==> config.mk <==
export PLATFORM = sky130hd
export DESIGN_NAME = vc_queue_flex
export DESIGN_NICKNAME = d
export VERILOG_FILES = /design/src/rtl/vc_queue_flex.sv
export SDC_FILE = /design/constraint.sdc
export NUM_CORES = 1
export LEC_CHECK = 0
export BUFFER_PORTS_ARGS = -buffer_cell sky130_fd_sc_hd__buf_4
export CAP_MARGIN = 20
export CORE_UTILIZATION = 48
export CTS_CLUSTER_SIZE = 30
export DETAILED_ROUTE_END_ITERATION = 8
export PLACE_DENSITY = 0.72
export SETUP_SLACK_MARGIN = 0.5
export SYNTH_ARGS = -nofsm -noshare
export SYNTH_HDL_FRONTEND = slang
export SYNTH_SLANG_ARGS = --single-unit
==> constraint.sdc <==
create_clock -name clk -period 5.5 [get_ports clk]
set_clock_uncertainty 0.15 [all_clocks]
set_input_delay 0 -clock clk [delete_from_list [all_inputs] [get_ports clk]]
set_output_delay 0 -clock clk [all_outputs]
set_load 0.005 [all_outputs]
==> src/rtl/vc_queue_flex.sv <==
// vc_queue_flex: val/rdy queue of any depth/width with static normal/pipe/bypass mode, flush, count and almost_full.
//   Ports: clk, reset (sync, active-high), clear (sync flush), enq_val/enq_rdy/enq_msg (producer),
//   deq_val/deq_rdy/deq_msg (consumer), count (stored entries), almost_full (count >= p_afull_thresh),
//   hwm (high-water mark since last reset/clear; built only with VC_QUEUE_FLEX_HWM_EN defined, else tied 0).
//   p_type: bit0 = pipe, bit1 = bypass.
module vc_queue_flex #(
  parameter int p_type = 0,
  parameter int p_msg_nbits = 32,
  parameter int p_num_msgs = 4,
  parameter int p_afull_thresh = 3,
  localparam int c_cnt_nbits = $clog2(p_num_msgs + 1)
) (
  input  logic                   clk,
  input  logic                   reset,
  input  logic                   clear,
  input  logic                   enq_val,
  output logic                   enq_rdy,
  input  logic [p_msg_nbits-1:0] enq_msg,
  output logic                   deq_val,
  input  logic                   deq_rdy,
  output logic [p_msg_nbits-1:0] deq_msg,
  output logic [c_cnt_nbits-1:0] count,
  output logic                   almost_full,
  output logic [c_cnt_nbits-1:0] hwm
);
  localparam int c_ptr_nbits = (p_num_msgs > 1) ? $clog2(p_num_msgs) : 1;
  localparam bit c_pipe = (p_type % 2) == 1;
  localparam bit c_bypass = ((p_type / 2) % 2) == 1;
  localparam logic [c_ptr_nbits-1:0] c_last = c_ptr_nbits'(p_num_msgs - 1);
  localparam logic [c_cnt_nbits-1:0] c_full = c_cnt_nbits'(p_num_msgs);
  logic [p_msg_nbits-1:0] mem_q [p_num_msgs];
  logic [p_msg_nbits-1:0] mem_d [p_num_msgs];
  logic [c_ptr_nbits-1:0] enq_ptr_q, enq_ptr_d, deq_ptr_q, deq_ptr_d;
  logic [c_cnt_nbits-1:0] count_q, count_d;
  logic full, empty, do_enq, do_deq, do_byp, st_enq, st_deq;
  // wrap at the configured depth, not at a power of two
  function automatic logic [c_ptr_nbits-1:0] nxt(input logic [c_ptr_nbits-1:0] p);
    return (p == c_last) ? '0 : p + 1'b1;
  endfunction
  assign full = count_q == c_full;
  assign empty = count_q == '0;
  assign enq_rdy = ~clear & (~full | (c_pipe & deq_rdy));
  // bypass visibility is held off during reset so a pending enq is not presented
  assign deq_val = ~clear & ~reset & (~empty | (c_bypass & enq_val));
  assign do_enq = enq_val & enq_rdy;
  assign do_deq = deq_val & deq_rdy;
  // a bypassed message never touches storage, pointers or count
  assign do_byp = c_bypass & empty & do_enq & do_deq;
  assign st_enq = do_enq & ~do_byp;
  assign st_deq = do_deq & ~do_byp;
  assign deq_msg = (c_bypass & empty) ? enq_msg : mem_q[deq_ptr_q];
  assign count = count_q;
  assign almost_full = count_q >= c_cnt_nbits'(p_afull_thresh);
  always_comb begin
    mem_d = mem_q;
    if (st_enq) mem_d[enq_ptr_q] = enq_msg;
  end
  assign enq_ptr_d = clear ? '0 : st_enq ? nxt(enq_ptr_q) : enq_ptr_q;
  assign deq_ptr_d = clear ? '0 : st_deq ? nxt(deq_ptr_q) : deq_ptr_q;
  assign count_d = clear ? '0 : count_q + c_cnt_nbits'(st_enq) - c_cnt_nbits'(st_deq);
  always_ff @(posedge clk) begin
    if (reset) begin
      enq_ptr_q <= '0;
      deq_ptr_q <= '0;
      count_q <= '0;
    end else begin
      enq_ptr_q <= enq_ptr_d;
      deq_ptr_q <= deq_ptr_d;
      count_q <= count_d;
    end
  end
  always_ff @(posedge clk) mem_q <= mem_d;
`ifdef VC_QUEUE_FLEX_HWM_EN
  logic [c_cnt_nbits-1:0] hwm_q, hwm_d;
  assign hwm_d = clear ? '0 : (count_d > hwm_q) ? count_d : hwm_q;
  always_ff @(posedge clk) begin
    if (reset) hwm_q <= '0;
    else hwm_q <= hwm_d;
  end
  assign hwm = hwm_q;
`else
  assign hwm = '0;
`endif
  a_known: assert property (@(posedge clk) disable iff (reset) !$isunknown({enq_val, deq_rdy, clear}));
  a_count: assert property (@(posedge clk) disable iff (reset) count_q <= c_full);
endmodule

==> results of run 1 <==
kinds of logic after synthesis:
logic type | count (synthesis) | share of synthesized area
flops | 135 | 0.769
mux | 36 | 0.150
simple gates | 20 | 0.0218
buf+inv | 19 | 0.0275
fa+ha+maj | 9 | 0.0232
compound gates | 3 | 0.00580
other cells | 1 | 0.000724
xor+xnor | 1 | 0.00169
layout by cell type (no fill, tap or decap), types with 2 or more instances in the layout:
cell / count
clkinv_2: 3
mux2i_1: 4
nand2_1: 7
buf_4: 75
nor3_1: 2
clkbuf_16: 16
edfxtp_1: 128
and2_2: 4
ha_1: 8
nor2_1: 2
clkbuf_1: 3
inv_1: 8
dfxtp_2: 2
bufinv_16: 3
clkinv_1: 3
dfxtp_1: 5
mux4_2: 28
mux4_1: 4
dlygate4sd3_1: 37
conb_1: 3
per-layer routing:
layer / global-route usage / vias to the layer above / share of wire / wire length, µm
li1: - / 1159 / - / -
met4: 0.0595 / 0 / 0.012 / 103
met3: 0.0625 / 12 / 0.049 / 430
met5: 0 / - / 0 / 0
met1: 0.210 / 1284 / 0.44 / 3820
met2: 0.278 / 65 / 0.50 / 4400
registers in the layout, indices dropped and copies added, names as in the netlist:
| name | flops |
|---|---|
| deq_ptr_q | 2 |
| count | 3 |
| enq_ptr_q | 2 |
| mem_q | 128 |
worst paths after layout:
path,from,to,slack (ns)
max,count[1],count[2],2.37
min,enq_msg[23],mem_q[23],0.08
max reg2reg,count[1],count[2],2.37
min reg2reg,enq_ptr_q[1],enq_ptr_q[1],0.36
power breakdown:
part	leakage (µW)	internal [µW]	switching (µW)
clock	0.000271	680	382
combinational	0.000885	65.1	42.3
sequential	0.00122	1140	5.32
total	0.00238	1890	430
cell type report:
type                    instances  area share
clock inverters                11      0.0197
inverters                       8     0.00445
well taps                     136      0.0252
clock buffers                  20      0.0631
multi-input cells              72       0.158
flip-flops and latches        135       0.591
repair buffers                112       0.138
per-stage QoR:
step	instance area (µm²)	utilization	instances
after global routing	6740	0.650	494
final	6740	0.650	494
after global placement	5810	0.561	426
after floorplan	5180	-	226
after CTS	6740	0.650	494
after detailed placement	5810	0.561	426
critical path, cell delays in order (launching register included):
cell and delay [ns]:
dfxtp_1 0.49, nor3b_1 0.14, nor3b_2 0.39, inv_1 0.08, ha_1 0.30, inv_1 0.06, ha_1 0.13, inv_1 0.05
fa_1 0.37, xor2_1 0.17, nor3_1 0.15, dlygate4sd3_1 0.58
==> metrics.md, run 1 <==
| Metric | Value |
|---|---|
| DR iter-0 viols | `87` |
| P&R area growth vs syn | `30.2%` |
| Multi-input logic area | `1060 µm²` |
| CTS resizes | `0` |
| Final WL | `8750 µm` |
| Full die area | `11200 µm²` |
| H-tree Lvls | `4` |
| Worst-margin pin slew | `0.877 ns` |
| Kind of critical path | `flop to flop` |
| Register Area | `3990 µm²` |
| Distinct cells, synth | `26` |
| Post-CTS Setup Bufs | `0` |
| Fill cells | `703` |
| Final Hold Vio Count | `0` |
| Commonest register cell after synthesis | `edfxtp_1` |
| Fin. max-slew vios | `0` |
| Max clock buf depth | `2` |
| Top Ports | `78` |
| Worst slew margin | `0.416` |
| PD cells | `344 nW/µm²` |
| Post-synth EDFFs | `128` |
| Final period utilization | `0.570` |
| Nets@finish | `392` |
| Total chip power | `2320 µW` |
| Drt drc | `0` |
| Hold Crit Depth | `2` |
| Clock Latency Late Sink | `0.51 ns` |
| Setup ws final | `2.37 ns` |
| RePlAce Congestion | `0.716` |
| # Max-Cap Violations | `0` |
| Cells after Synth | `224` |
| Setup crit end kind | `flop` |
| Total track usage | `0.170` |
| RSZ-0062 raised after global routing | `false` |
| Most frequent cell after synthesis | `edfxtp_1` |
| Fmax | `319 MHz` |
| Warning count from the yosys run | `0` |
| CP max FO | `7` |
| Startpoint types | `flop` |
| Total grt overflow | `0` |
| Required time worst endpoint | `5.80 ns` |
| N_diodes | `0` |
| Vias in the first global route | `2674` |
| Root Driver | `clkbuf_8` |
| Syn Area/Cell | `23.1 µm²` |
| Minimum clock period after layout | `3.13 ns` |
| Layout cell share with drive strength beyond 1 | `0.385` |
| Yosys top cell by area | `edfxtp_1` |
| Top cell type's share of synthesized area | `0.742` |
| Detail Placement HPWL | `4940 µm` |
| Die width | `106 µm` |
| Sequential share of the synthesized area | `0.769` |
| Worst hold margin | `0.0800 ns` |
| Std cell rows | `37` |
| Synth Register Bits | `135` |
| Avg Vias per Cell | `5.10` |
| Area contributors post-synth | `edfxtp_1 (74%), mux4_2 (12%), dfxtp_1 (2.7%), mux4_1 (2.0%), ha_1 (1.9%)` |
| Antenna violations before repair | `0` |
| Sum Neg Setup Slack | `0 ns` |
| Commonest cells post-synth | `edfxtp_1 (128), mux4_2 (28), ha_1 (8), inv_1 (8)` |
| Detailed-route wire length per cell | `17.7 µm` |
| Die height | `106 µm` |
| Async SR Flop Fraction | `0` |
| Largest net degree at the start of global routing | `35` |
| Synth Cell Area | `5180 µm²` |
| Hold crit path type | `input port to flop` |
| Crit path DAT | `3.43 ns` |
| Core footprint | `10400 µm²` |
| Post-DRT Antenna Nets | `0` |
| Pre-CTS setup slack | `2.97 ns` |
| Final setup vio count | `0` |
| Worst IR Drop VDD | `221 µV` |
| Static Leak | `0.00238 µW` |
| Outcome | `finished clean` |
| Buffers on Ports | `74` |
| Cts bufs inserted | `17` |
| Hold_buf cts | `37` |
| First-pass GRT wire length | `13700 µm` |
| Initial core utilization | `0.499` |
| Via count | `2520` |
| Clock tree sinks | `135` |
| Clock slew at reported path FFs | `0.05 ns` |
| CTS tree | `built` |
| Worst reg2reg path depth | `11` |
| Drt first pass iters | `4` |
Note: power is estimated with default switching activity, not from simulation.
==> inputs of run 2 (changes only) <==
==> constraint.sdc (replaced) <==
create_clock -name clk -period 3.3 [get_ports clk]
set_clock_uncertainty 0.15 [all_clocks]
set_input_delay 0 -clock clk [delete_from_list [all_inputs] [get_ports clk]]
set_output_delay 0 -clock clk [all_outputs]
set_load 0.005 [all_outputs]
==> run 2 against run 1 <==
Compared with the run above:
- final area is 0.32% higher
- via count hardly changed
- combinational power is 70% higher
- die area stayed put
- wire length is 1.5% lower
- global-route usage is 0.31 points lower
- fmax is 28% higher
- sequential cell count stayed put
- non-clock buffer count is 3 higher
- sequential power is 66% higher
- critical path depth is 1 lower
- clock-buffer cell count is 3 lower
- critical path type unchanged
- largest power group unchanged
==> metrics.md, run 2 (synthesis results as in run 1) <==
| Metric | Value |
|---|---|
| Outcome | `finished clean` |
| Fmax | `407 MHz` |
| Top Metal Used | `met4` |
| Kind of critical path | `flop to flop` |
| Detailed-route wire length per cell | `17.3 µm` |
| RR Startpoint | `count[1]` |
| Fill cells | `712` |
| Clock tree sinks | `135` |
| P&R area growth vs syn | `30.6%` |
| Hold path startpoint | `enq_msg[20]` |
| RePlAce Congestion | `0.696` |
| Hold Crit Depth | `2` |
| First-pass GRT wire length | `13400 µm` |
| Buf+Inv Stages, Crit Path | `3` |
| Minimum clock period after layout | `2.46 ns` |
| Std cell rows | `37` |
| Vias in the first global route | `2602` |
| Startpoint types | `flop` |
| Hold crit path type | `input port to flop` |
| Max clock buf depth | `2` |
| Die width | `106 µm` |
| # Max-Cap Violations | `0` |
| Max stage delay cell, worst path | `dfxtp_1` |
| Worst IR Drop VDD | `397 µV` |
| CTS resizes | `0` |
| Cts bufs inserted | `17` |
| CP top delay family | `adder cells` |
| Avg Vias per Cell | `5.06` |
| H-tree Lvls | `4` |
| Most common cell after layout, fill and taps aside | `edfxtp_1` |
| PD cells | `566 nW/µm²` |
| Most frequent cells in the layout | `edfxtp_1 (128), buf_4 (79), dlygate4sd3_1 (36), mux4_2 (28), clkbuf_16 (16)` |
| Via count | `2519` |
| Layout cell share with drive strength beyond 1 | `0.409` |
| N_diodes | `0` |
| Reg2reg end | `count[2]` |
| Final period utilization | `0.744` |
| Core footprint | `10400 µm²` |
| Final setup vio count | `0` |
| CP max FO | `7` |
| Metal2 WL | `4260 µm` |
| Final Hold Vio Count | `0` |
| Pre-CTS setup slack | `0.680 ns` |
| Total chip power | `3830 µW` |
| Met1 WL | `3730 µm` |
| Nets@finish | `395` |
| Total grt overflow | `0` |
| Worst Hold End | `mem_q[20]` |
| Clock Latency Late Sink | `0.51 ns` |
| Worst R2R Setup Slack | `0.84 ns` |
| Biggest register | `mem_q` |
| Fin. max-slew vios | `0` |
| Drt first pass iters | `4` |
| Max FFs per register | `128` |
| Antenna violations before repair | `0` |
| Met3 WL | `570 µm` |
| Setup crit end kind | `flop` |
| Static Leak | `0.00239 µW` |
| Sum Neg Setup Slack | `0 ns` |
| Worst-margin pin slew | `0.880 ns` |
| Final WL | `8620 µm` |
| Clock slew at reported path FFs | `0.06 ns` |
| Crit-path cells | `nor3b_1, nor3b_2, inv_1, ha_1, inv_1, ha_1, inv_1, fa_1, xor2_1, nor3_1` |
| Full die area | `11200 µm²` |
| Setup ws final | `0.845 ns` |
| DR iter-0 viols | `78` |
| Top Ports | `78` |
| Buffers on Ports | `74` |
| Post-DRT Antenna Nets | `0` |
| Critical path's largest stage delay | `0.50 ns` |
| CTS tree | `built` |
| Worst slew margin | `0.413` |
| Crit path DAT | `2.74 ns` |
| Die height | `106 µm` |
| Initial core utilization | `0.499` |
| Most frequent CP cell | `inv_1` |
| RSZ-0062 raised after global routing | `false` |
| Drt drc | `0` |
| Required time worst endpoint | `3.58 ns` |
| Largest net degree at the start of global routing | `35` |
| Worst reg2reg path depth | `10` |
| Detail Placement HPWL | `5210 µm` |
| Total track usage | `0.167` |
| Root Driver | `clkbuf_8` |
## run 2: cell type report
cell class / count / area, µm² / share of cell area
Timing Repair Buffer: 115 / 953 / 0.141
Tap cell: 136 / 170 / 0.0252
Multi-Input combinational cell: 72 / 1060 / 0.157
Clock buffer: 17 / 414 / 0.0612
Sequential cell: 135 / 3990 / 0.589
Inverter: 8 / 30.0 / 0.00444
Clock inverter: 15 / 145 / 0.0215
## run 2: worst max-delay path by stage
stage	startpoint	endpoint	slack [ns]	cells past startpoint
after CTS	count[1]	count[2]	0.66	10
after global routing	count[1]	count[2]	0.70	10
final	count[1]	count[2]	0.84	10
after global placement	count[1]	count[2]	0.87	10
after floorplan	count[1]	count[2]	0.99	10
after detailed placement	count[1]	count[2]	0.68	10
## run 2: per-stage QoR
step	area, µm²	hold WS [ns]	cells	utilization
finish	6760	0.0754	498	0.652
global route	6760	0.0565	498	0.652
detailed placement	5840	0.0534	429	0.563
floorplan	5180	-0.119	226	-
CTS	6760	0.0521	497	0.651
global placement	5840	0.0502	429	0.563
## run 2: report_power, final
group / switching, µW / internal (µW)
sequential: 7.78 / 1900
clock: 720 / 1020
combinational: 71.9 / 110
## run 2: timing repair
item,CTS,global route
setup buffers,0,1
hold buffers,36,0
setup endpoints to repair,0,1
endpoints found under the hold margin,135,0
## run 2: metal layers
metal | GRT usage | vias to the layer above
met3 | 0.0668 | 6
met2 | 0.272 | 76
met1 | 0.202 | 1271
met4 | 0.0625 | 0
met5 | 0 | -
li1 | - | 1166
==> inputs of run 3 (changes only) <==
==> constraint.sdc (replaced) <==
create_clock -name clk -period 2.4 [get_ports clk]
set_clock_uncertainty 0.15 [all_clocks]
set_input_delay 0 -clock clk [delete_from_list [all_inputs] [get_ports clk]]
set_output_delay 0 -clock clk [all_outputs]
set_load 0.005 [all_outputs]
==> run 3 against run 2 <==
Compared with the run above:
- the run now ends with negative hold slack left
- global-route usage rose by 1.2 points
- hold slack got worse by 0.53 ns
- clock-buffer cell count rose by 1
- wire length grew 14%
- core utilization grew 4.3 points
- sequential share of layout area decreased by 3.4 points
- final area up 6.6%
- worst setup slack worse by 0.55 ns
- via count is 5.8% higher
- largest cell class unchanged
- highest routed layer unchanged
==> metrics.md, run 3 (synthesis results as in run 1) <==
| Metric | Value |
|---|---|
| Outcome | `complete, but fails checks` |
| Violated checks | `negative hold slack` |
| RR Startpoint | `count[0]` |
| DR iter-0 viols | `149` |
| Most common cell after layout, fill and taps aside | `edfxtp_1` |
| Clock tree sinks | `135` |
| Hold_buf cts | `35` |
| Max FFs per register | `128` |
| Final period utilization | `0.876` |
| Biggest register | `mem_q` |
| Detailed-route wire length per cell | `19.1 µm` |
| Core footprint | `10400 µm²` |
| Clock Latency Late Sink | `0.51 ns` |
| Top Ports | `78` |
| Setup crit end kind | `flop` |
| RePlAce Congestion | `0.720` |
| N_diodes | `0` |
| Avg Vias per Cell | `5.16` |
| Worst R2R Setup Slack | `0.30 ns` |
| Die height | `106 µm` |
| Dpl cell area | `5950 µm²` |
| Fill cells | `654` |
| Nets@finish | `413` |
| Initial core utilization | `0.499` |
| Buffers on Ports | `74` |
| CTS tree | `built` |
| Via count | `2665` |
| Fin. max-slew vios | `0` |
| H-tree Lvls | `4` |
| P&R area growth vs syn | `39.2%` |
| Register Area | `4000 µm²` |
| Pint | `4380 µW` |
| Worst hold margin | `-0.457 ns` |
| Antenna violations before repair | `0` |
| # Max-Cap Violations | `0` |
| Clock share of power | `0.467` |
| Cts bufs inserted | `17` |
| Largest net degree at the start of global routing | `33` |
| Total grt overflow | `0` |
| Total track usage | `0.180` |
| Post-route cell area | `7210 µm²` |
| Fmax | `476 MHz` |
| CP max FO | `4` |
| Multi-input logic area | `1080 µm²` |
| Required time worst endpoint | `2.67 ns` |
| Sequential Power Share | `0.480` |
| PD cells | `759 nW/µm²` |
| Final WL | `9850 µm` |
| Sw power | `1090 µW` |
| Combinational power share | `0.053` |
| Vias in the first global route | `2762` |
| Max clock buf depth | `2` |
| Worst IR Drop VDD | `487 µV` |
| First-pass GRT wire length | `14300 µm` |
| Hold path startpoint | `reset` |
| Drt drc | `0` |
| Static Leak | `0.00257 µW` |
| Sum Neg Setup Slack | `0 ns` |
| Final setup vio count | `0` |
| Crit path DAT | `2.37 ns` |
| Minimum clock period after layout | `2.10 ns` |
| Hold crit path type | `input port to flop` |
| Critical Path Start | `count[0]` |
| Root Driver | `clkbuf_8` |
| Final Hold Vio Count | `2` |
| Die width | `106 µm` |
| Clock slew at reported path FFs | `0.06 ns` |
| Post-DRT Antenna Nets | `0` |
| Detail Placement HPWL | `5280 µm` |
| Switching Share | `0.199` |
| Startpoint types | `flop` |
| Most frequent cells in the layout | `edfxtp_1 (128), buf_4 (57), dlygate4sd3_1 (34), mux4_2 (32), buf_6 (32)` |
| Std cell rows | `37` |
| Kind of critical path | `flop to flop` |
| Drt first pass iters | `4` |
| Full die area | `11200 µm²` |
| Layout cell share with drive strength beyond 1 | `0.466` |
| RSZ-0062 raised after global routing | `true` |
## run 3: worst paths after layout
kind,endpoint,depth (start not counted)
min,count[1],2
max reg2reg,count[2],9
max,count[2],9
min reg2reg,enq_ptr_q[1],2
## run 3: routing by layer
metal  track usage  wire, µm  vias up
met1         0.228      4200     1365
li1              -         -     1207
met5             0         0        -
met3        0.0526       450        7
met4        0.0655        53        0
met2         0.295      5150       86
## run 3: timing repair
action | CTS | global route
hold endpoints to repair | 135 | 2
endpoints found under the setup margin | 57 | 59
cloned | 0 | 4
pin swaps | 2 | 0
buffers inserted | 8 | 2
resized for setup | 6 | 41
## run 3: area by class of cell
| class | instances | area share |
|---|---|---|
| Multi-Input combinational cell | 72 | 0.151 |
| Timing Repair Buffer | 133 | 0.185 |
| Clock inverter | 14 | 0.0240 |
| Sequential cell | 135 | 0.555 |
| Inverter | 8 | 0.00417 |
| Clock buffer | 18 | 0.0580 |
| Tap cell | 136 | 0.0236 |
## run 3: metrics by stage
stage	power, µW	setup slack [ns]	util	cells
2_1_floorplan	2750	0.269	-	226
3_3_place_gp	2880	0.305	0.574	435
3_5_place_dp	2890	0.289	0.574	435
4_1_cts	5490	0.323	0.674	510
5_1_grt	5640	0.157	0.695	516
6_report	5470	0.297	0.695	516
## run 3: power groups by stage
stage          combinational, µW  sequential, µW  clock (µW)
2_1_floorplan               80.4            2670           0
3_3_place_gp                 209            2670           0
3_5_place_dp                 213            2680           0
4_1_cts                      264            2620        2600
5_1_grt                      313            2630        2710
6_report                     290            2620        2560
## run 3: critical path, cell delays in order (launching register included)
cell and delay (ns):
dfxtp_4 0.37, o311ai_4 0.28, inv_1 0.08, ha_1 0.29, inv_1 0.06, ha_1 0.13
inv_1 0.05, fa_2 0.33, xor2_1 0.17, nor3_1 0.12
